--- config.mk ---
export PLATFORM = sky130hd
export DESIGN_NAME = pipe_stage_skid_flat
export DESIGN_NICKNAME = d
export VERILOG_FILES = /design/src/rtl/pipe_stage_skid_if.sv /design/src/rtl/pipe_stage_skid.sv /design/src/flat_wrapper.sv
export SDC_FILE = /design/constraint.sdc
export NUM_CORES = 1
export LEC_CHECK = 0
export BUFFER_PORTS_ARGS = -buffer_cell sky130_fd_sc_hd__buf_2
export CORE_MARGIN = 3
export CORE_UTILIZATION = 49
export DETAILED_ROUTE_END_ITERATION = 12
export GPL_TIMING_DRIVEN = 0
export PLACE_DENSITY = 0.82
export SLEW_MARGIN = 40
export SYNTH_ARGS = -nofsm -noshare
export SYNTH_HDL_FRONTEND = slang
export SYNTH_SLANG_ARGS = --single-unit
--- constraint.sdc ---
create_clock -name sysclk -period 1.7 [get_ports sysclk]
set_input_delay 0.34 -clock sysclk [delete_from_list [all_inputs] [get_ports sysclk]]
set_output_delay 0.34 -clock sysclk [all_outputs]
set_load 0.005 [all_outputs]
--- src/rtl/pipe_stage_skid_if.sv ---
// Valid/ready payload bundle between pipeline stages.
// master drives valid/data/ctrl, slave drives ready.
interface pipe_stage_skid_if #(
  parameter int DATA_W = 32,
  parameter int CTRL_W = 3
);
  logic              valid;
  logic              ready;
  logic [DATA_W-1:0] data;
  logic [CTRL_W-1:0] ctrl;

  modport master (
    output valid,
    output data,
    output ctrl,
    input  ready
  );

  modport slave (
    input  valid,
    input  data,
    input  ctrl,
    output ready
  );
endinterface

--- src/rtl/pipe_stage_skid.sv ---
// Pipeline stage register with 2-entry skid buffer, registered ready and flush.
// Optional PIPE_STAGE_PERF_EN adds saturating stall_cnt/flush_cnt outputs.
module pipe_stage_skid #(
  parameter int DATA_W       = 32,
  parameter int CTRL_W       = 3,
  parameter bit CLR_ON_FLUSH = 1'b1
) (
  input  logic        sysclk,
  input  logic        reset_n,
  input  logic        flush,
  pipe_stage_skid_if.slave  up,
  pipe_stage_skid_if.master dn,
`ifdef PIPE_STAGE_PERF_EN
  output logic [31:0] stall_cnt,
  output logic [31:0] flush_cnt,
`endif
  output logic [1:0]  occ
);

  typedef struct packed {
    logic              v;
    logic [DATA_W-1:0] data;
    logic [CTRL_W-1:0] ctrl;
  } ent_t;

  ent_t main_q, main_d;
  ent_t skid_q, skid_d;
  ent_t in_ent;
  logic ready_q;
  logic up_fire;
  logic dn_fire;

  assign up_fire = up.valid & ready_q;
  assign dn_fire = main_q.v & dn.ready;

  always_comb begin
    in_ent      = '0;
    in_ent.v    = 1'b1;
    in_ent.data = up.data;
    in_ent.ctrl = up.ctrl;
  end

  // Conditions are mutually exclusive; dn_fire implies main is full.
  always_comb begin
    main_d = main_q;
    skid_d = skid_q;
    unique case (1'b1)
      flush: begin
        main_d.v    = 1'b0;
        main_d.ctrl = '0;
        skid_d.v    = 1'b0;
        skid_d.ctrl = '0;
        if (CLR_ON_FLUSH) begin
          main_d.data = '0;
          skid_d.data = '0;
        end
      end
      (!flush && !main_q.v): begin
        if (up_fire) main_d = in_ent;
      end
      (!flush && dn_fire): begin
        if (skid_q.v) begin
          main_d = skid_q;
          if (up_fire) begin
            skid_d = in_ent;
          end else begin
            skid_d.v    = 1'b0;
            skid_d.ctrl = '0;
          end
        end else if (up_fire) begin
          main_d = in_ent;
        end else begin
          main_d.v    = 1'b0;
          main_d.ctrl = '0;
        end
      end
      default: begin
        if (up_fire) skid_d = in_ent;
      end
    endcase
  end

  always_ff @(posedge sysclk or negedge reset_n) begin
    if (!reset_n) begin
      main_q  <= '0;
      skid_q  <= '0;
      ready_q <= 1'b0;
    end else begin
      main_q  <= main_d;
      skid_q  <= skid_d;
      ready_q <= ~skid_d.v;
    end
  end

  assign up.ready = ready_q;
  assign dn.valid = main_q.v;
  assign dn.data  = main_q.data;
  assign dn.ctrl  = main_q.v ? main_q.ctrl : '0;
  assign occ      = {1'b0, main_q.v} + {1'b0, skid_q.v};

`ifdef PIPE_STAGE_PERF_EN
  always_ff @(posedge sysclk or negedge reset_n) begin
    if (!reset_n) begin
      stall_cnt <= '0;
      flush_cnt <= '0;
    end else begin
      if (main_q.v && !dn.ready && !(&stall_cnt))
        stall_cnt <= stall_cnt + 32'd1;
      if (flush && !(&flush_cnt))
        flush_cnt <= flush_cnt + 32'd1;
    end
  end
`endif

endmodule

--- src/flat_wrapper.sv ---
// flat-port wrapper written by rule: the top's interface ports become plain ports
module pipe_stage_skid_flat 
#(
  parameter int DATA_W       = 32,
  parameter int CTRL_W       = 3,
  parameter bit CLR_ON_FLUSH = 1'b1
)
  (sysclk, reset_n, flush, occ, up_valid, up_data, up_ctrl, up_ready, dn_valid, dn_data, dn_ctrl, dn_ready);
  pipe_stage_skid_if #(.DATA_W(DATA_W), .CTRL_W(CTRL_W)) up_i ();
  pipe_stage_skid_if #(.DATA_W(DATA_W), .CTRL_W(CTRL_W)) dn_i ();
  input  logic sysclk;
  input  logic reset_n;
  input  logic flush;
  output logic [1:0] occ;
  input wire logic [$bits(up_i.valid)-1:0] up_valid;
  input wire logic [$bits(up_i.data)-1:0] up_data;
  input wire logic [$bits(up_i.ctrl)-1:0] up_ctrl;
  output wire logic [$bits(up_i.ready)-1:0] up_ready;
  output wire logic [$bits(dn_i.valid)-1:0] dn_valid;
  output wire logic [$bits(dn_i.data)-1:0] dn_data;
  output wire logic [$bits(dn_i.ctrl)-1:0] dn_ctrl;
  input wire logic [$bits(dn_i.ready)-1:0] dn_ready;
  assign up_i.valid = up_valid;
  assign up_i.data = up_data;
  assign up_i.ctrl = up_ctrl;
  assign up_ready = up_i.ready;
  assign dn_valid = dn_i.valid;
  assign dn_data = dn_i.data;
  assign dn_ctrl = dn_i.ctrl;
  assign dn_i.ready = dn_ready;
  pipe_stage_skid #(.DATA_W(DATA_W), .CTRL_W(CTRL_W), .CLR_ON_FLUSH(CLR_ON_FLUSH)) u_core (.sysclk(sysclk), .reset_n(reset_n), .flush(flush), .up(up_i), .dn(dn_i), .occ(occ));
endmodule
# Word-level counts from Yosys, hierarchy flattened
# Index checks and enable logic that the tools add are counted.
word_totals:
  ff_bits: 73
  latch_bits: 0
  ram_bits: 0
  mem_bits_ro: 0
  input_bits: 40
  output_inout_bits: 39
  mem_count: 0
classes:
  add_sub_neg: 1
  mul: 0
  n_div: 0
  n_lt_le_gt_ge: 0
  n_eq_ne: 4
  shift: 0
  mux: 10
  bitwise_logic: 4
  reduce_logical: 11
op_table:
  columns: ["cell", "n"]
  rows:
  - ["$pmux 36 s3", 2]
  - ["$mux 36", 4]
  - ["$mux 32", 1]
  - ["$mux 3", 2]
  - ["$ne 2x1->1 const B", 3]
  - ["$reduce_and 3->1", 2]
  - ["$reduce_bool 3->1", 2]
  - ["$reduce_and 4->1", 1]
  - ["$ne 3x1->1 const B", 1]
  - ["$add 1x1->2", 1]
  - ["$and 1x1->1", 2]
  - ["$logic_and 1x1->1", 2]
  - ["$logic_not 1->1", 2]
  - ["$not 1->1", 2]
  - ["$reduce_and 2->1", 1]
  - ["$reduce_bool 2->1", 1]
  - ["$mux 1", 1]

# Depth between registers and ports, before layout
logic_depth:
  ltp_word: 5
  depth_mapped: 6

# Worst setup path after synthesis
# Ideal clock, no wire load.
synth_path:
  path_kind: "reg-to-reg"
  startpoint: "reg u_core.main_q (netlist bit u_core.dn.valid)"
  endpoint: "reg u_core.main_q (netlist bit u_core.dn.data[17])"
  setup_ns: 0.123
  t_arrival_ns: 1.278
  t_required_ns: 1.577
  setup_slack_ns: 0.299
  path_stages_with_launch: 6
  path_buffers: 1
  synth_period_minus_slack_ns: 1.401
  path_cell_list: "dfrtp_1 nor2b_2 o21a_2 buf_4 a221oi_2 nor2_1"
synth_via:
  elab_chain_cells: 4
  elab_cells_between_ends: 9
  classes_between: "eq/ne: 2; mux: 1; bitwise: 1; reduce/logical: 5"
synth_rtl:
  columns: ["element", "line", "source"]
  rows:
  - ["start: declaration", "pipe_stage_skid.sv:26", "ent_t main_q, main_d;"]
  - ["start signal: assignment", "pipe_stage_skid.sv:89", "main_q <= main_d;"]
  - ["$and 1x1->1 or $logic_not 1->1 (tied branches)", "pipe_stage_skid.sv:34, pipe_stage_skid.sv:58", null]
  - ["$logic_and 1x1->1, on equally long branches", "pipe_stage_skid.sv:61, pipe_stage_skid.sv:58", null]
  - ["$ne 3x1->1 (no source line), or another cell as far along", null, null]
  - ["$reduce_and 3->1 (no source line)", null, null]
# Parallel ways exist; a longest one is shown, timed or not.
# A chain may end at the register's enable or synchronous reset.

# Worst setup path in the final report
layout_path:
  startpoint: "reg u_core.main_q (netlist bit u_core.dn.valid)"
  endpoint: "reg u_core.main_q (netlist bit u_core.dn.data[20])"
# Same word-level chain as after synthesis.

==> out/summary.md <==
The first global-routing pass estimated 12.7 mm of wire. At the end of routability-driven placement, the weighted congestion stood at 0.830. The clock passes through at most 2 buffers.

Largest driver fanout on the critical path: 10. In this run the critical register-to-register path is launched from u_core.dn.valid$_DFFE_PN0P_. At the end of the flow, the number of nets in the layout was 424. Measured in cells, the most critical reg-to-reg path has a length of 5. For the max-cap violation count, the log shows 0. STA puts the critical path data required time at 1.96 ns. Summed over all layers, the global routing overflow is 0.

The tools report the worst hold margin as 0.232 ns. Buffers placed on the I/O ports in this run total 78. The type of element capturing the critical path was a flip-flop.

The number of levels in the clock H-tree was 3; the highest ir drop seen on vdd was 641 uV. Once layout is complete, the cells apart from fillers number 481. The logs give 0 for the number of buffers inserted by post-CTS setup repair and 0 for the number of failing hold endpoints at the final stage.

The layout cell share with drive strength beyond 1 is 43.6%, and the summed instance area of the synthesized netlist is 3430 um^2. The number of clock buffers added by TritonCTS is 9. Clock tree synthesis selected as its root buffer the cell sky130_fd_sc_hd__clkbuf_8. The startpoint of the most critical hold path was up_data[23]. After detailed routing, the number of remaining DRC violations is 0. The endpoint identified for the worst register-to-register timing path is u_core.dn.data[20]$_DFFE_PN0P_.

For the worst-skew pair, the clock arrives at the later sink with an insertion delay of 0.34 ns. For this design the top-level I/O count stands at 79. The detailed-placement wirelength estimate is 5.27 mm. The number of iterations in the first detailed-routing pass is 4. The tools report the sequential area share after synthesis as 53.2%. Among all flip-flop cells after synthesis, the most frequent one is sky130_fd_sc_hd__dfrtp_1. The sum of met3 wire segment lengths after detailed routing is 371 um, and the die width is 89.7 um. The average footprint of a synthesized cell came out at 11.8 um^2. After detailed routing, the total wire length is 7.55 mm.

The flow ran to the end, and the final reports show no timing, DRC or antenna violations. Maximum number of pins on one net before global-route repair: 45. Synthesis inferred 73 register bits.

The region available for standard cell placement spans 6570 um^2. The die boundary height was 89.7 um; the via count of the first global-routing pass was 2,643. The sort of element at the start of the critical path was a flip-flop. The top achievable clock speed was 613 MHz. The time the final worst path needs with I/O delays and setup is 1.63 ns, and the effective utilization at floorplan is 52.3%. For this block, wires on met1 add up to 3.35 mm.

Number of flops mapped to enable cells by yosys: 0. Fill cells in the final layout number 545. The post-placement cell count is 464. Across the routed clock network, the largest skew measured is 0.00805 ns. The final critical path takes up 96.0% of the cycle.

After clock tree synthesis, the clock-pin slew on the worst setup and hold paths is 0.08 ns. For the count of unique library cells instantiated by Yosys, the log shows 32. The worst pin sits at a relative slew slack of 67.5%. Count of vias placed by the detailed router: 2,624.

For this design the ratio of total power to cell area is 979 nW/um^2. The die area came out at 8050 um^2. In the routed layout, each cell is associated on average with a via count of 5.46.

The setup slack of the worst register-to-register path came out at 0.07 ns. In this run the worst hold path is classified as input port to flip-flop. Setup violations remaining at the end of the flow were counted as 0.

For hold timing, the worst endpoint is u_core.skid_q[26]$_DFFE_PN0P_. Signal routing reaches up to met4. Counting instances, the worst hold path has a depth of 2.

The logs give 105 for the detailed router's first-iteration violation count and 3.72 mm for the total length of routed met2 wires. Leaving out fill and tap cells, the most frequent cell in the layout is sky130_fd_sc_hd__buf_2. The synthesis-to-finish area growth came out at 22.3%. The initial antenna violation count is 0, and the synthesized net count is 333. The number of sinks on the clock net is 73. Synthesis produced 292 cells.

The number of warning messages in the yosys log is 0. The analysis attributes to cell leakage a power of 2.15 nW. For the pin with the worst max-slew slack, the measured transition is 0.487 ns. TritonCTS built the clock tree. Dividing the detail-routed wire length by the instance count gives 15.7 um. The library cells used most frequently in the layout, excluding fill and tap cells, are sky130_fd_sc_hd__buf_2 (80), sky130_fd_sc_hd__dfrtp_1 (72), sky130_fd_sc_hd__nor2_1 (52). In this run the core area contains 29 standard-cell rows.

Data arrives at the worst endpoint at 1.90 ns. The count of nets left with antenna violations once routing finished came out at 0. The count of pins over their slew limit came out at 0.

The repair_antennas step left the layout with diodes totalling 0. After synthesis, the share of flip-flops with an asynchronous set or reset is 100%. The type of the worst setup path was flip-flop to flip-flop. The global-route usage over all layers is 19.3%.
==> layout make-up <==
cell class	count	area [um^2]	share of cell area, %
flip-flops and latches	73	1830	43.5
multi-input cells	167	1200	28.6
repair buffers	80	427	10.2
plain buffers	50	405	9.65
clock buffers	12	165	3.93
well taps	93	116	2.77
clock inverters	4	50.0	1.19
inverters	2	7.51	0.179
==> state kept, by name, summed over array words and instances (netlist names) <==
name,flops
u_core.main_q,3
u_core.up.ready,1
u_core.dn.data,32
u_core.dn.valid,1
u_core.skid_q,36
==> cells by family (layout without fill, tap and decap cells) <==
family	count (synthesis)	count (layout)	synth area share, %
muxes	1	1	0.328
adders and majority gates	1	1	0.364
and+or+nand+nor	77	77	10.4
buffers and inverters	52	148	12.0
DFF	73	73	53.2
AOI/OAI and AO/OA	88	88	23.7
==> synth_stat cells (2+ instances only) <==
master	n	share of area, %
sky130_fd_sc_hd__dfrtp_1	73	53
sky130_fd_sc_hd__a22o_1	35	8.9
sky130_fd_sc_hd__inv_1	2	0.22
sky130_fd_sc_hd__and2_1	3	0.55
sky130_fd_sc_hd__a21oi_1	2	0.29
sky130_fd_sc_hd__o21ai_0	9	1.3
sky130_fd_sc_hd__nand2_1	12	1.3
sky130_fd_sc_hd__a22oi_1	9	2.0
sky130_fd_sc_hd__buf_4	35	7.7
sky130_fd_sc_hd__nand2b_4	2	0.80
sky130_fd_sc_hd__nand4_1	2	0.36
sky130_fd_sc_hd__a221oi_1	12	3.1
sky130_fd_sc_hd__nor2_1	52	5.7
sky130_fd_sc_hd__buf_6	11	3.6
sky130_fd_sc_hd__a221oi_2	14	6.1
sky130_fd_sc_hd__buf_2	3	0.44
==> what timing repair did <==
action,in CTS,in global routing
endpoints found under the hold margin,29,0
endpoints found under the setup margin,0,20
gates resized for setup,0,2
hold buffers,1,0
==> metrics by stage <==
stage / instance area, um^2 / worst slack, ns / TNS (ns) / total power, mW / util, %
after floorplan: 3430 / 0.299 / 0 / 2.41 / -
after global placement: 3940 / -0.102 / -7.19 / 2.68 / 60.0
after detailed placement: 3970 / 0.0749 / 0 / 2.71 / 60.4
after CTS: 4190 / 0.0308 / 0 / 4.14 / 63.8
after global routing: 4200 / -0.0329 / -0.0379 / 4.32 / 64.0
final: 4200 / 0.0688 / 0 / 4.11 / 64.0
==> routing by layer <==
layer	up-vias	global-route usage, %
met5	-	0
met4	0	7.15
met3	9	3.67
met2	86	30.8
met1	1312	26.4
li1	1217	-
==> power by group <==
group	switching (mW)	leakage (nW)	internal [mW]
Sequential	0.0780	0.961	1.86
Combinational	0.351	1.08	0.379
Clock	0.645	0.105	0.796
==> how the worst max path moves through the flow <==
stage / cells after the start / slack [ns] / end / from
floorplan: 5 / 0.30 / u_core.dn.data[17]$_DFFE_PN0P_ / u_core.dn.valid$_DFFE_PN0P_
global placement: 1 / -0.10 / u_core.dn.data[14]$_DFFE_PN0P_ / reset_n
detailed placement: 5 / 0.07 / u_core.dn.data[16]$_DFFE_PN0P_ / u_core.dn.valid$_DFFE_PN0P_
CTS: 5 / 0.03 / u_core.dn.data[20]$_DFFE_PN0P_ / u_core.dn.valid$_DFFE_PN0P_
global route: 5 / -0.03 / u_core.dn.data[20]$_DFFE_PN0P_ / u_core.dn.valid$_DFFE_PN0P_
finish: 5 / 0.07 / u_core.dn.data[20]$_DFFE_PN0P_ / u_core.dn.valid$_DFFE_PN0P_
==> critical path, stage by stage (launching register included) <==
cell                       delay [ns]
sky130_fd_sc_hd__dfrtp_2         0.47
sky130_fd_sc_hd__a22oi_1         0.40
sky130_fd_sc_hd__o21a_2          0.27
sky130_fd_sc_hd__buf_4           0.24
sky130_fd_sc_hd__a221oi_2        0.06
sky130_fd_sc_hd__nor2_1          0.12
Power figures use the tool's default switching activity.
